### src/rtl/force_override_sched_if.sv
// force_override_sched_if
//   Groups the force-request side and the bus pass-through side of the
//   force_override_sched block.
//   master : request source / bus source / consumer (drives req*, abort, bus*_in)
//   slave  : the scheduler (drives gnt, forced, done, bus*_out)
//   Signals:
//     req       NREQ          per-requester force request
//     req_val   NREQ*(WA+WB)  force value, slice i = {busa,busb}
//     req_cyc   NREQ*CW       hold cycles per requester (0 behaves as 1)
//     abort     1             early release of the active force
//     busa_in   WA            functional busa source
//     busb_in   WB            functional busb source
//     busa_out  WA            registered busa to consumers
//     busb_out  WB            registered busb to consumers
//     gnt       NREQ          one-hot, one-cycle acceptance pulse
//     forced    1             high while an override is active
//     done      1             one-cycle pulse on release
interface force_override_sched_if #(
  parameter int WA   = 4,
  parameter int WB   = 4,
  parameter int NREQ = 3,
  parameter int CW   = 4
);
  logic [NREQ-1:0]         req;
  logic [NREQ*(WA+WB)-1:0] req_val;
  logic [NREQ*CW-1:0]      req_cyc;
  logic                    abort;
  logic [WA-1:0]           busa_in;
  logic [WB-1:0]           busb_in;
  logic [WA-1:0]           busa_out;
  logic [WB-1:0]           busb_out;
  logic [NREQ-1:0]         gnt;
  logic                    forced;
  logic                    done;

  modport master (
    output req, req_val, req_cyc, abort, busa_in, busb_in,
    input  busa_out, busb_out, gnt, forced, done
  );

  modport slave (
    input  req, req_val, req_cyc, abort, busa_in, busb_in,
    output busa_out, busb_out, gnt, forced, done
  );
endinterface

### src/rtl/force_override_sched.sv
// force_override_sched
//   Round-robin scheduler that grants NREQ requesters a timed override of the
//   {busa,busb} pair. A grant latches the requester's value and hold count,
//   drives the value onto both buses for max(req_cyc,1) cycles (or until
//   abort), then hands the buses back to their functional sources.
//   Ports:
//     clk    clock, all state updates on posedge
//     reset  synchronous active-high reset
//     bus    force_override_sched_if.slave (requests, bus in/out, status)
module force_override_sched #(
  parameter int WA   = 4,
  parameter int WB   = 4,
  parameter int NREQ = 3,
  parameter int CW   = 4
) (
  input  logic                  clk,
  input  logic                  reset,
  force_override_sched_if.slave bus
);

  localparam int PW = (NREQ > 1) ? $clog2(NREQ) : 1;
  localparam int VW = WA + WB;

  typedef enum logic [1:0] {IDLE, FORCE, RELEASE} state_t;

  state_t          state_q, state_d;
  logic [PW-1:0]   ptr_q, ptr_d;
  logic [PW-1:0]   sel_q, sel_d;
  logic [CW-1:0]   cnt_q, cnt_d;
  logic [VW-1:0]   val_q, val_d;
  logic [WA-1:0]   busa_q, busa_d;
  logic [WB-1:0]   busb_q, busb_d;
  logic [NREQ-1:0] gnt_q, gnt_d;
  logic            forced_q, forced_d;
  logic            done_q, done_d;
  logic [PW:0]     pick;
  logic [CW-1:0]   cyc;

  // First set request scanning upward from the pointer with wrap.
  // MSB of the result flags that a request was found. Scanning from the far
  // end down lets the closest candidate overwrite the result last.
  function automatic logic [PW:0] rr_pick(input logic [NREQ-1:0] r,
                                          input logic [PW-1:0]   p);
    logic [PW:0]   res;
    logic [PW-1:0] idx;
    res = '0;
    for (int k = NREQ - 1; k >= 0; k--) begin
      idx = PW'((int'(p) + k) % NREQ);
      if (r[idx]) res = {1'b1, idx};
    end
    return res;
  endfunction

  always_comb begin
    state_d  = state_q;
    ptr_d    = ptr_q;
    sel_d    = sel_q;
    cnt_d    = cnt_q;
    val_d    = val_q;
    gnt_d    = '0;
    forced_d = 1'b0;
    done_d   = 1'b0;
    busa_d   = bus.busa_in;
    busb_d   = bus.busb_in;
    cyc      = '0;
    pick     = rr_pick(bus.req, ptr_q);

    unique case (state_q)
      IDLE: begin
        if (pick[PW]) begin
          sel_d = pick[PW-1:0];
          val_d = bus.req_val[int'(pick[PW-1:0])*VW +: VW];
          cyc   = bus.req_cyc[int'(pick[PW-1:0])*CW +: CW];
          // A zero hold request still yields one forced cycle.
          cnt_d = (cyc == '0) ? '0 : cyc - 1'b1;
          gnt_d = NREQ'(1) << pick[PW-1:0];
          forced_d = 1'b1;
          {busa_d, busb_d} = val_d;
          state_d = FORCE;
        end
      end
      FORCE: begin
        if (cnt_q == '0 || bus.abort) begin
          done_d  = 1'b1;
          ptr_d   = (sel_q == PW'(NREQ - 1)) ? '0 : sel_q + 1'b1;
          state_d = RELEASE;
        end else begin
          cnt_d    = cnt_q - 1'b1;
          forced_d = 1'b1;
          {busa_d, busb_d} = val_q;
        end
      end
      RELEASE: state_d = IDLE;
      default: state_d = IDLE;
    endcase
  end

  // Registered outputs and scheduler state
  always_ff @(posedge clk) begin
    if (reset) begin
      state_q  <= IDLE;
      ptr_q    <= '0;
      sel_q    <= '0;
      cnt_q    <= '0;
      val_q    <= '0;
      busa_q   <= '0;
      busb_q   <= '0;
      gnt_q    <= '0;
      forced_q <= 1'b0;
      done_q   <= 1'b0;
    end else begin
      state_q  <= state_d;
      ptr_q    <= ptr_d;
      sel_q    <= sel_d;
      cnt_q    <= cnt_d;
      val_q    <= val_d;
      busa_q   <= busa_d;
      busb_q   <= busb_d;
      gnt_q    <= gnt_d;
      forced_q <= forced_d;
      done_q   <= done_d;
    end
  end

  assign bus.busa_out = busa_q;
  assign bus.busb_out = busb_q;
  assign bus.gnt      = gnt_q;
  assign bus.forced   = forced_q;
  assign bus.done     = done_q;

endmodule

### src/flat_wrapper.sv
// flat-port wrapper written by rule: the top's interface ports become plain ports
module force_override_sched_flat 
#(
  parameter int WA   = 4,
  parameter int WB   = 4,
  parameter int NREQ = 3,
  parameter int CW   = 4
)
  (clk, reset, bus_req, bus_req_val, bus_req_cyc, bus_abort, bus_busa_in, bus_busb_in, bus_busa_out, bus_busb_out, bus_gnt, bus_forced, bus_done);
  force_override_sched_if #(.WA(WA), .WB(WB), .NREQ(NREQ), .CW(CW)) bus_i ();
  input  logic clk;
  input  logic reset;
  input wire logic [$bits(bus_i.req)-1:0] bus_req;
  input wire logic [$bits(bus_i.req_val)-1:0] bus_req_val;
  input wire logic [$bits(bus_i.req_cyc)-1:0] bus_req_cyc;
  input wire logic [$bits(bus_i.abort)-1:0] bus_abort;
  input wire logic [$bits(bus_i.busa_in)-1:0] bus_busa_in;
  input wire logic [$bits(bus_i.busb_in)-1:0] bus_busb_in;
  output wire logic [$bits(bus_i.busa_out)-1:0] bus_busa_out;
  output wire logic [$bits(bus_i.busb_out)-1:0] bus_busb_out;
  output wire logic [$bits(bus_i.gnt)-1:0] bus_gnt;
  output wire logic [$bits(bus_i.forced)-1:0] bus_forced;
  output wire logic [$bits(bus_i.done)-1:0] bus_done;
  assign bus_i.req = bus_req;
  assign bus_i.req_val = bus_req_val;
  assign bus_i.req_cyc = bus_req_cyc;
  assign bus_i.abort = bus_abort;
  assign bus_i.busa_in = bus_busa_in;
  assign bus_i.busb_in = bus_busb_in;
  assign bus_busa_out = bus_i.busa_out;
  assign bus_busb_out = bus_i.busb_out;
  assign bus_gnt = bus_i.gnt;
  assign bus_forced = bus_i.forced;
  assign bus_done = bus_i.done;
  force_override_sched #(.WA(WA), .WB(WB), .NREQ(NREQ), .CW(CW)) u_core (.clk(clk), .reset(reset), .bus(bus_i));
endmodule
### config.mk
export PLATFORM = sky130hd
export DESIGN_NAME = force_override_sched_flat
export DESIGN_NICKNAME = d
export VERILOG_FILES = /design/src/rtl/force_override_sched_if.sv /design/src/rtl/force_override_sched.sv /design/src/flat_wrapper.sv
export SDC_FILE = /design/constraint.sdc
export NUM_CORES = 1
export LEC_CHECK = 0
export CELL_PAD_IN_SITES_DETAIL_PLACEMENT = 0
export CELL_PAD_IN_SITES_GLOBAL_PLACEMENT = 2
export CORE_MARGIN = 5
export CORE_UTILIZATION = 26
export DETAILED_ROUTE_END_ITERATION = 16
export GPL_ROUTABILITY_DRIVEN = 0
export MAX_ROUTING_LAYER = met4
export PLACE_DENSITY = 0.9
export SYNTH_ARGS = -nofsm -noshare
export SYNTH_HDL_FRONTEND = slang
export SYNTH_SLANG_ARGS = --single-unit
export TNS_END_PERCENT = 5
### constraint.sdc
create_clock -name clk -period 3 [get_ports clk]
set_input_delay 0.9 -clock clk [delete_from_list [all_inputs] [get_ports clk]]
set_output_delay 0.9 -clock clk [all_outputs]
set_load 0.01 [all_outputs]
After elaboration in Yosys (flattened, before gate mapping):

Index checks and enable logic that the tools add are counted.

* shifts and indexed selects: 3
* magnitude comparators: 3
* bitwise logic cells: 3
* multiplexer cells: 27
* divide/modulo/power cells: 3
* equal/unequal tests: 5
* add/sub/neg operators: 5
* reduce and logical (&&, ||, !) cells: 11

Operators by type and width (number)
* $mod A32 B3 Y32 const B: 2
* $mod A3 B3 Y32 const B: 1
* $mux W4: 7
* $pmux W4 S2: 3
* $shiftx A24 B6 Y8: 1
* $shiftx A12 B5 Y4: 1
* $lt A2 B3 Y1 const B: 3
* $mux W3: 3
* $logic_not A4 Y1: 2
* $sub A4 B1 Y4 const B: 2
* $bmux W1 S2: 3
* $mux W1: 6
* $mux W2: 3
* $reduce_and A2 Y1: 3
* $ne A2 B1 Y1 const B: 2
* $pmux W2 S2: 1
* $add A2 B1 Y3 const B: 1
* $add A2 B2 Y3 const B: 1
* $not A1 Y1: 3
* $reduce_and A3 Y1: 1
* $reduce_or A3 Y1: 1
* $shl A1 B2 Y3 const A: 1
* $add A2 B1 Y2 const B: 1
* $eq A2 B1 Y1 const B: 1
* other kinds (7): 7

* bits in registers: 31
* word-level logic and storage cells: 70
* input bits: 50
* output and inout bits: 13

Longest topological paths before layout:

* depth after elaboration: 12
* depth in mapped cells: 13
* gate-level depth less buffers: 10

Worst setup path before layout:

Ideal clock, no wire load.

* kind: flip-flop to flip-flop
* start point: reg u_core.ptr_q[0]
* end point: reg u_core.cnt_q[2]
* period minus slack after synthesis: 2.755 ns
* library setup time: 0.086 ns
* required time: 2.914 ns
* stages on the path, launching flop included: 11
* path slack: 0.245 ns
* arrival: 2.668 ns
* buffers on the path: 1
* path through: dfxtp_1 > inv_1 > ha_1 > buf_6 > nor3b_1 > o31a_1 > a31oi_1 > mux2_4 > mux2_4 > or3b_1 > a221oi_2

* cells in the longest elaborated chain, start to end: 12
* elaborated cells between the ends (all ways): 22
* classes of those cells: 3 x add/sub; 3 x div; 1 x eq/ne; 1 x shift; 12 x mux; 2 x reduce/logical

Ends and longest elaborated chain
* start: declaration: line force_override_sched.sv:27 `logic [PW-1:0] ptr_q, ptr_d;`
* start signal: assignment: line force_override_sched.sv:113 `ptr_q <= ptr_d;`
* $add A2 B2 Y3: line force_override_sched.sv:48 `idx = PW'((int'(p) + k) % NREQ);`
* $mod A32 B3 Y32: line force_override_sched.sv:48
* $bmux W1 S2: line force_override_sched.sv:49 `if (r[idx]) res = {1'b1, idx};`
* $mux W1 (not written as such): line force_override_sched.sv:49
* $mux W3 (2 in a row): line force_override_sched.sv:49
* $mux W3 *: line force_override_sched.sv:49
* $shiftx A12 B5 Y4: line force_override_sched.sv:73 `cyc = bus.req_cyc[int'(pick[PW-1:0])*CW +: CW];`
* $sub A4 B1 Y4 or $logic_not A4 Y1 (tied branches): line force_override_sched.sv:75 `cnt_d = (cyc == '0) ? '0 : cyc - 1'b1;`
* $mux W4: line force_override_sched.sv:75
* $mux W4: line force_override_sched.sv:70 `if (pick[PW]) begin`
* $pmux W4 S2: line force_override_sched.sv:68 `unique case (state_q)`
* end signal: assignment: line force_override_sched.sv:115 `cnt_q <= cnt_d;`
* end: declaration: line force_override_sched.sv:29 `logic [CW-1:0] cnt_q, cnt_d;`

Mark *: on every way between the ends. The rest lies on a longest branch, timed or not. The select of a mux whose other input is x is not followed.
A chain may end at the register's enable or synchronous reset.

Final worst setup path:

* start point: in bus_req[2]
* end point: reg u_core.cnt_q[2]

* cells in the longest elaborated chain, start to end: 10
* elaborated cells between the ends (all ways): 17
* classes of those cells: 1 x add/sub; 1 x eq/ne; 1 x shift; 12 x mux; 2 x reduce/logical

Ends and longest elaborated chain
* start: declaration: line flat_wrapper.sv:13 `input wire logic [$bits(bus_i.req)-1:0] bus_req;`
* $bmux W1 S2: line force_override_sched.sv:49
* $mux W1 (not written as such): line force_override_sched.sv:49
* $mux W3 (2 in a row): line force_override_sched.sv:49
* $mux W3 *: line force_override_sched.sv:49
* $shiftx A12 B5 Y4: line force_override_sched.sv:73
* $sub A4 B1 Y4 or $logic_not A4 Y1 (tied branches): line force_override_sched.sv:75
* $mux W4: line force_override_sched.sv:75
* $mux W4: line force_override_sched.sv:70
* $pmux W4 S2: line force_override_sched.sv:68

Marks and branches as above.

==> qor.yml <==
final_util_pct: 40.8
hold_path.startpoint: "u_core.val_q[6]"
clkPwrFrac_pct: 16.9
ant_nets: 0
synth_ff_type: "dfxtp_1"
yosysSeqAreaShare_pct: 32.7
drcViolationCount: 0
hold_path.class: "reg2reg"
path_class: "in2reg"
yosys_warnings: 0
grt_usage_pct: 12.9
vias_per_cell: 4.70
setup_tns_ns: 0
power_w: 0.00253
critPathCaptureType: "flip-flop"
synth_nets: 287
p_comb_share_pct: 57.5
worstPathMaxFanout: 6
die_area_um2: 9110
status: "finished, final reports clean"
rsz0062_at_grt: "no"
worst-r2r-cell-count: 9
seqPwrFrac_pct: 25.6
drt-total-wl_mm: 5.52
setup_viol: 0
min_period_ns: 2.91
r2r_start: "u_core.ptr_q[0]"
cap_violations: 0
diodes: 0
drive_gt1_share_pct: 16.8
post_drt_wl_per_cell_um: 13.3
slew_headroom_pct: 61.2
cp_cell_sequence: "dlygate4sd2_1 -> nand3b_2 -> a221oi_2 -> a31oi_4 -> mux2_4 -> mux2_4 -> or3b_1 -> a221oi_2"
cts_buffers: 5
r2r_slack_ns: 0.18
area_delta_synth_final_pct: 54.2
p_int_w: 0.00157
p_per_area_nw_per_um2: 864
hold_viol: 0
grt_max_degree: 19
overflow: 0
cpMaxStageDelayCell: "a221oi_2"
cts_htree_levels: 2
cts_tree: "done"
ys_top_cells_by_area: "dfxtp_1 (33%), a221oi_1 (7.4%), mux2i_1 (6.3%), nand2_1 (6.1%), a21oi_1 (4.5%)"
synthCells: 233
fin_ws_ns: 0.0872
cts-root-buf: "clkbuf_8"
ys_ff_latch: 31
timing.rr.end: "u_core.cnt_q[2]"
drt_iter0_drc: 66
synth.avg_cell_area_um2: 8.15
crit_path_max_incr_delay_ns: 0.42
rows: 31
finalMaxSlewViolations: 0
grt_pass1_wl_mm: 8.98
async_flop_share_pct: 0
worst-endpoint-required_ns: 3.19
synth.distinct_cells: 48
die_w_um: 95.4
synth_area_um2: 1900
crit_arrival_ns: 3.10
yosys.area.top_type: "dfxtp_1"
core_area_um2: 7180
vias: 1949
io_pins: 63
cts.sinks: 31
layout.nets: 369
hold_depth: 2
die_height_um: 95.4
fmax_ghz: 0.343
synth_edf_count: 0
synth_top_area_share_pct: 32.7
finalNonFillerCells: 415
port_buffers: 62
yosys-top-cells-count: "dfxtp_1 (31), nand2_1 (31), nor2_1 (18), a21oi_1 (17), a221oi_1 (16)"
first_pass_iters: 4
clock_path_buffers: 2
antenna_found_initial: 0
p_switching_w: 0.000953
irDropWorstVdd_v: 0.000293
holdPathEnd: "u_core.val_q[6]"
post-place-ws_ns: -0.451
clk_latency_ns: 0.28
grt_pass1_vias: 1944
switching_share_pct: 37.7
worstSetupStartpointType: "primary input"
num-fill-cells: 729
post-cts-setup-buffer-count: 0
path_clk_slew_ns: 0.08
dp.cells: 407
fin_crit_sh_pct: 97.1
dpl.hpwl_mm: 4.36
leakage_nw: 1.13
tightest_slew_ns: 0.581
start_util_pct: 26.5
skew_ns: 0.0107
how the worst max path moves through the flow:
| stage | from | end | slack [ns] | depth (start not counted) |
|---|---|---|---|---|
| detailed placement | bus_req[2] | u_core.cnt_q[2] | -0.45 | 8 |
| finish | bus_req[2] | u_core.cnt_q[2] | 0.09 | 8 |
| global route | bus_req[1] | u_core.cnt_q[2] | 0.006 | 8 |
| global placement | bus_req[2] | u_core.cnt_q[2] | -0.41 | 8 |
| CTS | bus_req[0] | u_core.cnt_q[2] | 0.03 | 10 |
| floorplan | u_core.ptr_q[0] | u_core.cnt_q[2] | 0.25 | 10 |
registers in the layout (all words and copies together), names as in the netlist, 2 cells and up:
signal               count
u_core.bus.busa_out      4
u_core.bus.busb_out      4
u_core.bus.gnt           3
u_core.cnt_q             4
u_core.ptr_q             2
u_core.sel_q             2
u_core.state_q           2
u_core.val_q             8
stage by stage:
stage               cell area, µm²  hold WS, ns
floorplan                     1900        0.436
global placement              2780        0.442
detailed placement            2780        0.449
CTS                           2920        0.458
global route                  2930        0.469
finish                        2930        0.459
power by group through the flow:
stage	clock network [W]	registers (W)	logic (W)
floorplan	0	0.000674	0.000842
global placement	0	0.000654	0.00144
detailed placement	0	0.000654	0.00144
CTS	0.000436	0.000646	0.00147
global route	0.000458	0.000664	0.00162
finish	0.000428	0.000646	0.00145
cells by family after synthesis:
kind of cell,share of synthesized area (%)
AND/OR/NAND/NOR,21.3
AO/OA/AOI/OAI,27.8
flip-flops,32.7
buffers and inverters,7.71
multiplexers,7.91
adder cells (fa/ha/maj),2.64
routing by layer:
metal / global-route usage, % / vias to the layer above / wire length [µm]
li1: - / 1009 / -
met1: 15.6 / 908 / 2470
met2: 21.9 / 30 / 2810
met3: 3.08 / 2 / 212
met4: 2.49 / 0 / 24
met5: - / - / 0
area by class of cell:
class                      instances  area (µm²)  area share, %
multi-input combinational        173        1160           39.6
timing repair buffer              89         848           29.0
sequential                        31         621           21.2
tap                               99         124           4.23
clock buffer                       6        82.6           2.82
inverter                          15        56.3           1.92
clock inverter                     2        35.0           1.20
what timing repair did:
action                     CTS  global route
hold buffers                 0             0
pin swaps                    1             0
resized for setup            6             2
setup endpoints to repair   12            11
placed cells by master, fill, tap and decap left out, drive strengths merged, types with 3 or more instances in the layout:
cell type and instances:
nor2b 6, ha 4, a31oi 4, or3 3, inv 15, o21ai 14, nand2b 3, clkbuf 6
or2 4, mux2i 12, nor2 20, nor4 3, a21oi 19, a221oi 18, nor3 5, buf 27
clkdlybuf4s50 59, dfxtp 31, nand2 31
worst max-delay path: cells and delay by family:
| kind | cells | cell delay, ns |
|---|---|---|
| AND/OR/NAND/NOR | 2 | 0.51 |
| multiplexers | 2 | 0.59 |
| buffers and inverters | 1 | 0.33 |
| AO/OA/AOI/OAI | 3 | 0.78 |
No activity file was read; power rests on OpenSTA's default activity.
